$ cat config.mk
export PLATFORM = sky130hd
export DESIGN_NAME = fetch_stage
export DESIGN_NICKNAME = d
export VERILOG_FILES = /design/src/rtl/fetch_stage.sv
export SDC_FILE = /design/constraint.sdc
export NUM_CORES = 1
export LEC_CHECK = 0
export ABC_AREA = 0
export BUFFER_PORTS_ARGS = -buffer_cell sky130_fd_sc_hd__buf_2
export CAP_MARGIN = 20
export CORE_UTILIZATION = 25
export CTS_CLUSTER_DIAMETER = 100
export DETAILED_ROUTE_END_ITERATION = 16
export SYNTH_ARGS = -nofsm -noshare
export SYNTH_HDL_FRONTEND = slang
export SYNTH_SLANG_ARGS = --single-unit
export TNS_END_PERCENT = 1
$ cat constraint.sdc
create_clock -name clk -period 2.2 [get_ports clk]
set_input_delay 0.33 -clock clk [delete_from_list [all_inputs] [get_ports clk]]
set_output_delay 0.33 -clock clk [all_outputs]
set_load 0.01 [all_outputs]
$ cat src/rtl/fetch_stage.sv
// Instruction fetch stage: one-outstanding-request imem front end feeding the IF/ID register.
// Handles branch redirects, decode stalls/flushes and discarding of stale memory responses.
module fetch_stage #(
  parameter logic [31:0] RESET_PC  = 32'h0000_0000,
  parameter logic [31:0] NOP_INSTR = 32'h0000_0013
) (
  input  logic        clk,
  input  logic        rst,
  input  logic        stallD,
  input  logic        flushD,
  input  logic        pc_srcE,
  input  logic [31:0] pc_targetE,
  output logic        imem_req,
  output logic [31:0] imem_addr,
  input  logic        imem_ready,
  input  logic        imem_rvalid,
  input  logic [31:0] imem_rdata,
  output logic [31:0] instrD,
  output logic [31:0] PCD,
  output logic [31:0] PCp4D,
  output logic        validD
);

  typedef enum logic [1:0] {REQ, WAIT, DROP, HOLD} state_t;

  state_t      state, stateNext;
  logic [31:0] PCF, PCFNext, PCFp4;
  logic [31:0] holdInstr, holdNext;
  logic        deliver;
  logic [31:0] deliverInstr;
  logic [31:0] instrDNext, PCDNext, PCp4DNext;
  logic        validDNext;

  assign PCFp4     = PCF + 32'd4;
  assign imem_addr = PCF;

  always_comb begin
    stateNext    = state;
    PCFNext      = PCF;
    holdNext     = holdInstr;
    deliver      = 1'b0;
    deliverInstr = imem_rdata;
    imem_req     = 1'b0;
    case (state)
      REQ: begin
        // rst gates the request so nothing is issued while reset is held
        imem_req = rst & ~pc_srcE;
        if (pc_srcE) begin
          PCFNext = pc_targetE;
        end else if (imem_req && imem_ready) begin
          stateNext = WAIT;
        end
      end
      WAIT: begin
        if (pc_srcE) begin
          PCFNext   = pc_targetE;
          stateNext = imem_rvalid ? REQ : DROP;
        end else if (imem_rvalid) begin
          if (flushD) begin
            stateNext = REQ;
          end else if (stallD) begin
            holdNext  = imem_rdata;
            stateNext = HOLD;
          end else begin
            deliver   = 1'b1;
            PCFNext   = PCFp4;
            stateNext = REQ;
          end
        end
      end
      DROP: begin
        if (pc_srcE) PCFNext = pc_targetE;
        if (imem_rvalid) stateNext = REQ;
      end
      HOLD: begin
        deliverInstr = holdInstr;
        if (pc_srcE) begin
          PCFNext   = pc_targetE;
          stateNext = REQ;
        end else if (flushD) begin
          stateNext = REQ;
        end else if (!stallD) begin
          deliver   = 1'b1;
          PCFNext   = PCFp4;
          stateNext = REQ;
        end
      end
      default: stateNext = REQ;
    endcase
  end

  // IF/ID: flush beats stall beats delivery; an idle unstalled cycle loads a bubble
  always_comb begin
    instrDNext = instrD;
    PCDNext    = PCD;
    PCp4DNext  = PCp4D;
    validDNext = validD;
    if (flushD || !stallD) begin
      instrDNext = NOP_INSTR;
      PCDNext    = '0;
      PCp4DNext  = '0;
      validDNext = 1'b0;
      if (deliver) begin
        instrDNext = deliverInstr;
        PCDNext    = PCF;
        PCp4DNext  = PCFp4;
        validDNext = 1'b1;
      end
    end
  end

  always_ff @(posedge clk or negedge rst) begin
    if (!rst) begin
      state     <= REQ;
      PCF       <= RESET_PC;
      holdInstr <= NOP_INSTR;
      instrD    <= NOP_INSTR;
      PCD       <= '0;
      PCp4D     <= '0;
      validD    <= 1'b0;
    end else begin
      state     <= stateNext;
      PCF       <= PCFNext;
      holdInstr <= holdNext;
      instrD    <= instrDNext;
      PCD       <= PCDNext;
      PCp4D     <= PCp4DNext;
      validD    <= validDNext;
    end
  end

endmodule

-- After elaboration in Yosys (flattened, before gate mapping)
Index checks and enable logic that the tools add are counted.
- register bits: 163
- bits in latches: 0
- memory bits (writable): 0
- memory bits (read-only): 0
- input port bits: 71
- output and inout port bits: 130
- word-level logic and storage cells: 59
- memories kept: 0
- $add $sub $neg: 1
- $mul: 0
- divide/modulo/power cells: 0
- magnitude comparators: 0
- eq/ne operators: 9
- shift operators: 0
- mux-type cells: 31
- bitwise operators: 3
- reduce and logical (&&, ||, !) cells: 8
- operators by type and width (operator ; number):
    32-bit two-way mux ; 10
    32-bit case mux with 3 select lines ; 1
    32-bit by 3-bit adder with 32-bit output, second input constant ; 1
    2-bit two-way mux ; 11
    5-bit AND reduction ; 2
    2-bit case mux with 4 select lines ; 1
    1-bit two-way mux ; 7
    2-bit inequality test, second input constant ; 3
    2-bit == test, second input constant ; 2
    4-bit inequality test, second input constant ; 1
    3-bit inequality test, second input constant ; 1
    2-bit by 1-bit == test with 1-bit output, second input constant ; 1
    2-bit zero test ; 1
    2-bit by 1-bit inequality test with 1-bit output, second input constant ; 1
    1-bit NOT ; 2
    1-bit case mux with 2 select lines ; 1
    2-bit AND reduction ; 1
    2-bit OR reduction ; 1
    1-bit bitwise AND ; 1
    1-bit logical AND ; 1
    1-bit zero test ; 1
    1-bit logical OR ; 1

-- Logic depth before layout (Yosys ltp)
Gate-level depths: netlist of run 1.
- depth in word-level cells: 6
- depth in mapped cells: 9
- mapped depth without buffers: 6

-- Worst setup path before layout of run 1
OpenSTA, ideal clock, no wires.
- path kind: register to register
- from: register PCF[2] (netlist: imem_addr[2])
- to: register PCF[30] (netlist: imem_addr[30])
- setup time: 69 ps
- data arrival time: 2242 ps
- path slack: -111 ps
- cell stages (with the launch flop): 8
- buffers on the path: 1
- clock period less this slack: 2311 ps
- cells stage by stage: dfrtp_1 > ha_1 > nand2_1 > or3_1 > buf_2 > or4_4 > or3_1 > nand3_1
- cells in the longest elaborated chain, start to end: 6
- ends and longest elaborated chain (item ; line ; RTL):
    start: declaration ; 27 ; logic [31:0] PCF, PCFNext, PCFp4;
    start signal: assignment ; 123 ; PCF <= PCFNext;
    32-bit by 3-bit adder with 32-bit output (*) ; 34 ; assign PCFp4 = PCF + 32'd4;
    32-bit two-way mux (*) ; 61, 82 ;
    32-bit two-way mux (*) ; 80 ; end else if (flushD) begin
    32-bit two-way mux ; 58 ; end else if (imem_rvalid) begin
    32-bit two-way mux ; 55 ; if (pc_srcE) begin
    32-bit case mux with 3 select lines (*) ; 44 ; case (state)
Every way passes the cells marked *; elsewhere a longest branch is shown, timed or not. The select of a mux whose other input is x is not followed.
A chain may end at the register's enable or synchronous reset.

-- Worst setup path after layout of run 1
- from: input port rst
- to: output port imem_req
- cells in the longest elaborated chain, start to end: 2
- ends and longest elaborated chain (item ; line ; RTL):
    start: declaration ; 8 ; input logic rst,
    1-bit bitwise AND ; 47 ; imem_req = rst & ~pc_srcE;
    1-bit two-way mux ; 44 ;
    end: declaration ; 13 ; output logic imem_req,
No other way between the ends.

==> results of run 1 <==
state kept, by name, indices dropped and copies added (netlist names):
signal	count
instrD	32
PCp4D	30
holdInstr	32
PCD	32
state	2
imem_addr	32
validD	1
logic make-up (layout without fill, tap and decap cells):
logic type                 count (synthesis)  in the layout
other                                      0              1
AOI/OAI and AO/OA                        139            139
muxes                                     70             70
and+or+nand+nor                          217            217
xor gates and xnor gates                  35             35
buffers and inverters                     63            283
adders and majority gates                  1              1
DFF                                      161            161
where the power goes:
part           leakage, nW  internal [mW]  switching, mW
clock network        0.300           1.89           1.27
logic                 2.48          0.391          0.478
registers             2.14           3.15          0.130
area by class of cell:
| class | instances | area (um2) |
|---|---|---|
| clock inverters | 11 | 154 |
| repair buffers | 248 | 1470 |
| multi-input cells | 462 | 3030 |
| well taps | 384 | 480 |
| inverters | 3 | 11.3 |
| fillers | 2978 | 19000 |
| diodes | 1 | 2.50 |
| clock buffers | 21 | 470 |
| flip-flops and latches | 161 | 4040 |
layer usage:
layer | vias to the layer above | global-route usage [%]
li1 | 2820 | -
met1 | 3034 | 22.0
met2 | 188 | 24.8
met3 | 29 | 3.41
met4 | 0 | 6.85
met5 | - | 0
repair_timing:
action | in CTS | in global routing
resized for setup | 0 | 1
setup endpoints to repair | 0 | 1
hold buffers | 1 | 0
hold endpoints to repair | 30 | 0
worst paths after layout:
kind,slack [ns],endpoint,depth (start not counted)
setup / recovery,0.13,imem_req,5
hold / removal,0.11,imem_addr[2],3
setup reg to reg,0.14,imem_addr[30],6
hold reg to reg,0.47,validD,2
max in group asynchronous,1.03,holdInstr[26],3
min in group asynchronous,0.55,state[1],3
synthesized netlist by cell type (2+ instances only):
| cell | count | area share [%] |
|---|---|---|
| nand2_1 | 107 | 5.5 |
| xor2_1 | 10 | 1.2 |
| mux2_2 | 35 | 5.4 |
| nand2b_1 | 3 | 0.26 |
| a22o_1 | 34 | 4.1 |
| nor3_1 | 15 | 1.0 |
| nand4_1 | 7 | 0.60 |
| mux2i_1 | 35 | 4.8 |
| nor2b_1 | 4 | 0.34 |
| nand3b_1 | 6 | 0.62 |
| o21ai_0 | 74 | 5.1 |
| buf_1 | 10 | 0.52 |
| xnor2_1 | 25 | 3.0 |
| a211o_1 | 5 | 0.60 |
| buf_2 | 5 | 0.34 |
| nor2_1 | 31 | 1.6 |
| or3_1 | 4 | 0.34 |
| clkbuf_1 | 43 | 2.2 |
| dfrtp_1 | 155 | 53 |
| a31oi_1 | 2 | 0.17 |
| nor4_1 | 4 | 0.34 |
| and4_1 | 5 | 0.60 |
| and3_1 | 7 | 0.60 |
| buf_4 | 2 | 0.21 |
| a22oi_1 | 7 | 0.72 |
| a221o_1 | 3 | 0.41 |
| a21oi_1 | 6 | 0.41 |
| a21o_1 | 2 | 0.21 |
| o22a_1 | 2 | 0.24 |
| inv_1 | 3 | 0.15 |
| nand3_1 | 16 | 1.1 |
| dfstp_2 | 6 | 2.2 |
worst max-delay path, cell delays in order:
cell           delay, ns
dlygate4sd3_1       0.54
buf_6               0.14
nor4b_1             0.41
buf_4               0.20
buf_2               0.12
==> results_dict.tcl, run 1 <==
set metrics [dict create \
    io_buffer_count 200 \
    initial_utilization_pct 25.3 \
    r2r-start "imem_addr[2]" \
    routed_via_count_divided_by_cell_count 4.70 \
    tritoncts_clock_tree "yes" \
    setup_violations 0 \
    synth.mux.area_fraction_pct 10.2 \
    met2_wirelength_mm 10.8 \
    rsz0062_at_grt "false" \
    maxSlewHeadroom_pct 49.9 \
    numCtsBuffers 17 \
    cts.sink_count 161 \
    dpl_cell_area_um2 9020 \
    clk_pin_slew_ns 0.06 \
    fin_skew_ns 0.0125 \
    timing.final.ws_setup_ns 0.127 \
    largest_family_of_logic_cells_by_synthesized_area "simple AND/OR/NAND/NOR gates" \
    design.die.area_um2 29800 \
    start_kind "input pin" \
    post_route_cells_drive_above_1_share_pct 36.4 \
    route.antenna.remaining_nets 0 \
    design_area_um2 9660 \
    number_of_optimization_iterations_in_the_first_detailed_route_pass 7 \
    pre_cts_slack_ns 0.122 \
    hold_ws_ns 0.108 \
    hold_path_class "input pin to flip-flop" \
    nets 965 \
    setup.worst_path.end_class "output port" \
    ys_types 45 \
    hold_viol 0 \
    num_vias 6071 \
    synthesis.nets 758 \
    ctsRootBufferMaster "clkbuf_16" \
    synth_compound_gate_area_share_pct 12.4 \
    fp.dieH_um 173 \
    route.layer.met1.wl_mm 11.0 \
    result_of_the_run "finished clean" \
    ys_seq_area_share_pct 55.5 \
    cts_max_level 4 \
    yosys_register_bits 161 \
    criticalPathCategory "input pin to output port" \
    cts_setup_buffers 0 \
    dpl.hpwl_mm 16.5 \
    yosys.area_share.simple_pct 14.0 \
    grt.total_usage_pct 16.2 \
    dr.max_layer_used "met4" \
    crit_required_ns 1.87 \
    final_cell_mix "199 x buf_2, 153 x dfrtp_1, 106 x nand2_1" \
    placed_cells 1257 \
    violation_count_after_the_first_detailed_routing_iteration 346 \
    synth.yosys.warnings 0 \
    area.growth.synth_to_final_pct 32.7 \
    core.rowCount 62 \
    synth_xor_xnor_area_share_pct 4.21 \
    insertion_delay_ns 0.44 \
    cap_violations 0 \
    global_route_wire_length_before_repair_mm 36.8 \
    setup.worst_path.start "rst" \
    maxClockFrequency_ghz 0.482 \
    synth_enable_flop_cells 0 \
    power.density_cell_area_nw_per_um2 756 \
    gpl.final_weighted_congestion 0.789 \
    design.portCount 201 \
    commonest_non_fill_non_tap_cell_in_the_layout "buf_2" \
    vdd.ir_drop.worst_uv 552 \
    min_from "pc_targetE[2]" \
    number_of_antenna_violations_at_the_first_check_in_global_routing 0 \
    share_of_the_clock_period_used_by_the_worst_path_after_layout_pct 94.2 \
    layout.core_utilization_pct 33.6 \
    tns_ns 0 \
    routedWlPerCell_um 18.3 \
    syn_avg_cell_area_um2 10.6 \
    vias_in_the_first_global_route 6057 \
    total_leakage_power_nw 4.92 \
    worstMarginPinSlew_ns 0.752 \
    syn_area_um2 7280 \
    routed-wl-met3_mm 1.19 \
    grt_max_degree 130 \
    wl_mm 23.7 \
    final.min_clock_period_ns 2.07 \
    post_synth_inst_count 686 \
    clock_path_buffers 2 \
    synth_flop_cell "dfrtp_1" \
    final_cell_count_no_fill 1291 \
    cp_data_arrival_time_ns 1.74 \
    drcViolationCount 0 \
    die_w_um 173 \
    p_total_mw 7.30 \
    fp.coreArea_um2 28700 \
    adder_and_majority_cell_fraction_of_the_synthesized_area_pct 0.172 \
    globalRoute.totalOverflow 0 \
    report.final.slew_viol_count 0 \
    synth_async_sr_flop_share_pct 100 \
    crit_fanout 3 \
]
No activity file was read; power rests on OpenSTA's default activity.
==> inputs of run 2 (changes only) <==
Settings changed: BUFFER_PORTS_ARGS -buffer_cell sky130_fd_sc_hd__buf_2 to -buffer_cell sky130_fd_sc_hd__buf_4, CORE_UTILIZATION 25 to 47, PLACE_DENSITY set to 0.76.
==> run 2 against run 1 <==
- power shrank 3.2%
- first-iteration DRC count grew 21%
- sequential share of layout area is 0.50 points lower
- utilization grew 31 points
- highest routed layer unchanged
- critical path depth up 2
- maximum frequency down 0.69%
- critical endpoint is now imem_addr[20]
- register-to-register slack lost 0.03 ns
==> results_dict.tcl, run 2 (synthesized netlist as in run 1, its figures left out) <==
set metrics [dict create \
    core.rowCount 45 \
    ff2ff_setup_slack_ns 0.11 \
    report.final.slew_viol_count 0 \
    grt_max_degree 162 \
    fp.dieH_um 126 \
    power_frac_seq_pct 46.4 \
    timing.final.ws_setup_ns 0.113 \
    maxClockFrequency_ghz 0.479 \
    worst_r2r_endpoint "imem_addr[20]" \
    routed_via_count_divided_by_cell_count 5.54 \
    nets 961 \
    vias_in_the_first_global_route 5658 \
    area.growth.synth_to_final_pct 34.3 \
    design.portCount 201 \
    design.die.area_um2 16000 \
    crit_required_ns 2.56 \
    fp.coreArea_um2 15100 \
    r2r-start "imem_addr[2]" \
    result_of_the_run "finished clean" \
    ctsRootBufferMaster "clkbuf_16" \
    grt.total_usage_pct 25.7 \
    clk_pin_slew_ns 0.06 \
    dpl_cell_area_um2 9190 \
    io_buffer_count 200 \
    setup.worst_path.start "imem_addr[2]" \
    rsz0062_at_grt "false" \
    tns_ns 0 \
    initial_utilization_pct 48.0 \
    clock_path_buffers 2 \
    numCtsBuffers 17 \
    dpl.hpwl_mm 13.6 \
    cts.sink_count 161 \
    maxSlewHeadroom_pct 42.3 \
    intPower_mw 5.32 \
    drcViolationCount 0 \
    power_frac_clock_pct 40.7 \
    vdd.ir_drop.worst_uv 557 \
    power.density_cell_area_nw_per_um2 723 \
    share_of_the_clock_period_used_by_the_worst_path_after_layout_pct 94.9 \
    number_of_optimization_iterations_in_the_first_detailed_route_pass 5 \
    worstMarginPinSlew_ns 0.865 \
    cap_violations 0 \
    post_route_cells_drive_above_1_share_pct 36.2 \
    hold_path_class "input pin to asynchronous set/reset pin" \
    setup.worst_path.end_class "flip-flop" \
    route.antenna.remaining_nets 0 \
    switching_share_pct 24.7 \
    routedWlPerCell_um 18.2 \
    cp_data_arrival_time_ns 2.45 \
    fin_skew_ns 0.00618 \
    fill_cells 1218 \
    final_cell_mix "239 x buf_4, 153 x dfrtp_1, 105 x nand2_1" \
    criticalPathCategory "flip-flop to flip-flop" \
    commonest_non_fill_non_tap_cell_in_the_layout "buf_4" \
    violation_count_after_the_first_detailed_routing_iteration 419 \
    number_of_antenna_violations_at_the_first_check_in_global_routing 1 \
    crit_fanout 6 \
    pre_cts_slack_ns 0.0910 \
    tritoncts_clock_tree "yes" \
    num_vias 6039 \
    combPwrFrac_pct 12.9 \
    setup_violations 0 \
    insertion_delay_ns 0.42 \
    gpl.final_weighted_congestion 0.842 \
    total_leakage_power_nw 4.94 \
    hold_viol 0 \
    post_cts_hold_buffer_count 0 \
    start_kind "flip-flop" \
    design_area_um2 9770 \
    globalRoute.totalOverflow 0 \
    r2r.worst_path.cells 7 \
    final.min_clock_period_ns 2.09 \
    total_switching_power_mw 1.75 \
    cts_max_level 4 \
    die_w_um 126 \
    wl_mm 19.8 \
    global_route_wire_length_before_repair_mm 31.5 \
]
## run 2: cell count changes in the layout (fill, tap and decap cells not counted), moves of 3 or more
| cell | previous run | this run |
|---|---|---|
| clkinv_2 | 1 | 6 |
| buf_2 | 199 | 0 |
| buf_4 | 39 | 239 |
| buf_12 | 8 | 4 |
| clkinv_4 | 4 | 1 |
## run 2: metrics by stage
stage                     total power [mW]  hold WS (ns)  util (%)  instances
final                                 7.07        0.0562      64.5       1090
after global routing                  7.34         0.115      64.5       1089
after CTS                             7.11         0.117      64.5       1089
after detailed placement              4.24         0.466      60.7       1058
after global placement                4.22         0.460      60.7       1058
after floorplan                       3.75        0.0344         -        686
## run 2: cell type report
class	instances	area [um2]	share of cell area (%)
Clock inverter	11	114	1.16
Sequential cell	161	4040	41.3
Clock buffer	20	457	4.67
Multi-Input combinational cell	462	3030	31.0
Inverter	3	11.3	0.115
Tap cell	188	235	2.41
Antenna cell	1	2.50	0.0256
Timing Repair Buffer	244	1890	19.3
## run 2: worst max-delay path: stages, from the launching register on
cell	delay, ns
dfrtp_2	0.38
ha_4	0.16
nand2_2	0.09
or3_4	0.41
buf_4	0.17
or3_1	0.41
or3_1	0.32
nand3_1	0.08
## run 2: power groups by stage
| stage | logic [mW] | clock network, mW | registers, mW |
|---|---|---|---|
| detailed placement | 0.912 | 0 | 3.33 |
| CTS | 0.915 | 2.92 | 3.28 |
| global placement | 0.898 | 0 | 3.32 |
| floorplan | 0.411 | 0 | 3.34 |
| global route | 0.992 | 3.05 | 3.30 |
| finish | 0.911 | 2.88 | 3.28 |
## run 2: metal layers
| layer | wire length (um) | track usage, % |
|---|---|---|
| met1 | 8580 | 35.7 |
| met4 | 476 | 9.64 |
| met3 | 1240 | 5.44 |
| met5 | 0 | 0 |
| met2 | 9510 | 39.8 |
## run 2: how the worst max path moves through the flow
stage,to,slack (ns),cells after the start
detailed placement,imem_addr[20],0.09,7
finish,imem_addr[20],0.11,7
global placement,imem_addr[20],0.11,7
global route,imem_addr[20],0.02,7
floorplan,imem_addr[30],0.02,7
CTS,imem_addr[20],0.08,7
## run 2: timing repair
item / in CTS / in global routing
setup buffers: 0 / 0
resized for setup: 0 / 2
endpoints found under the setup margin: 0 / 2
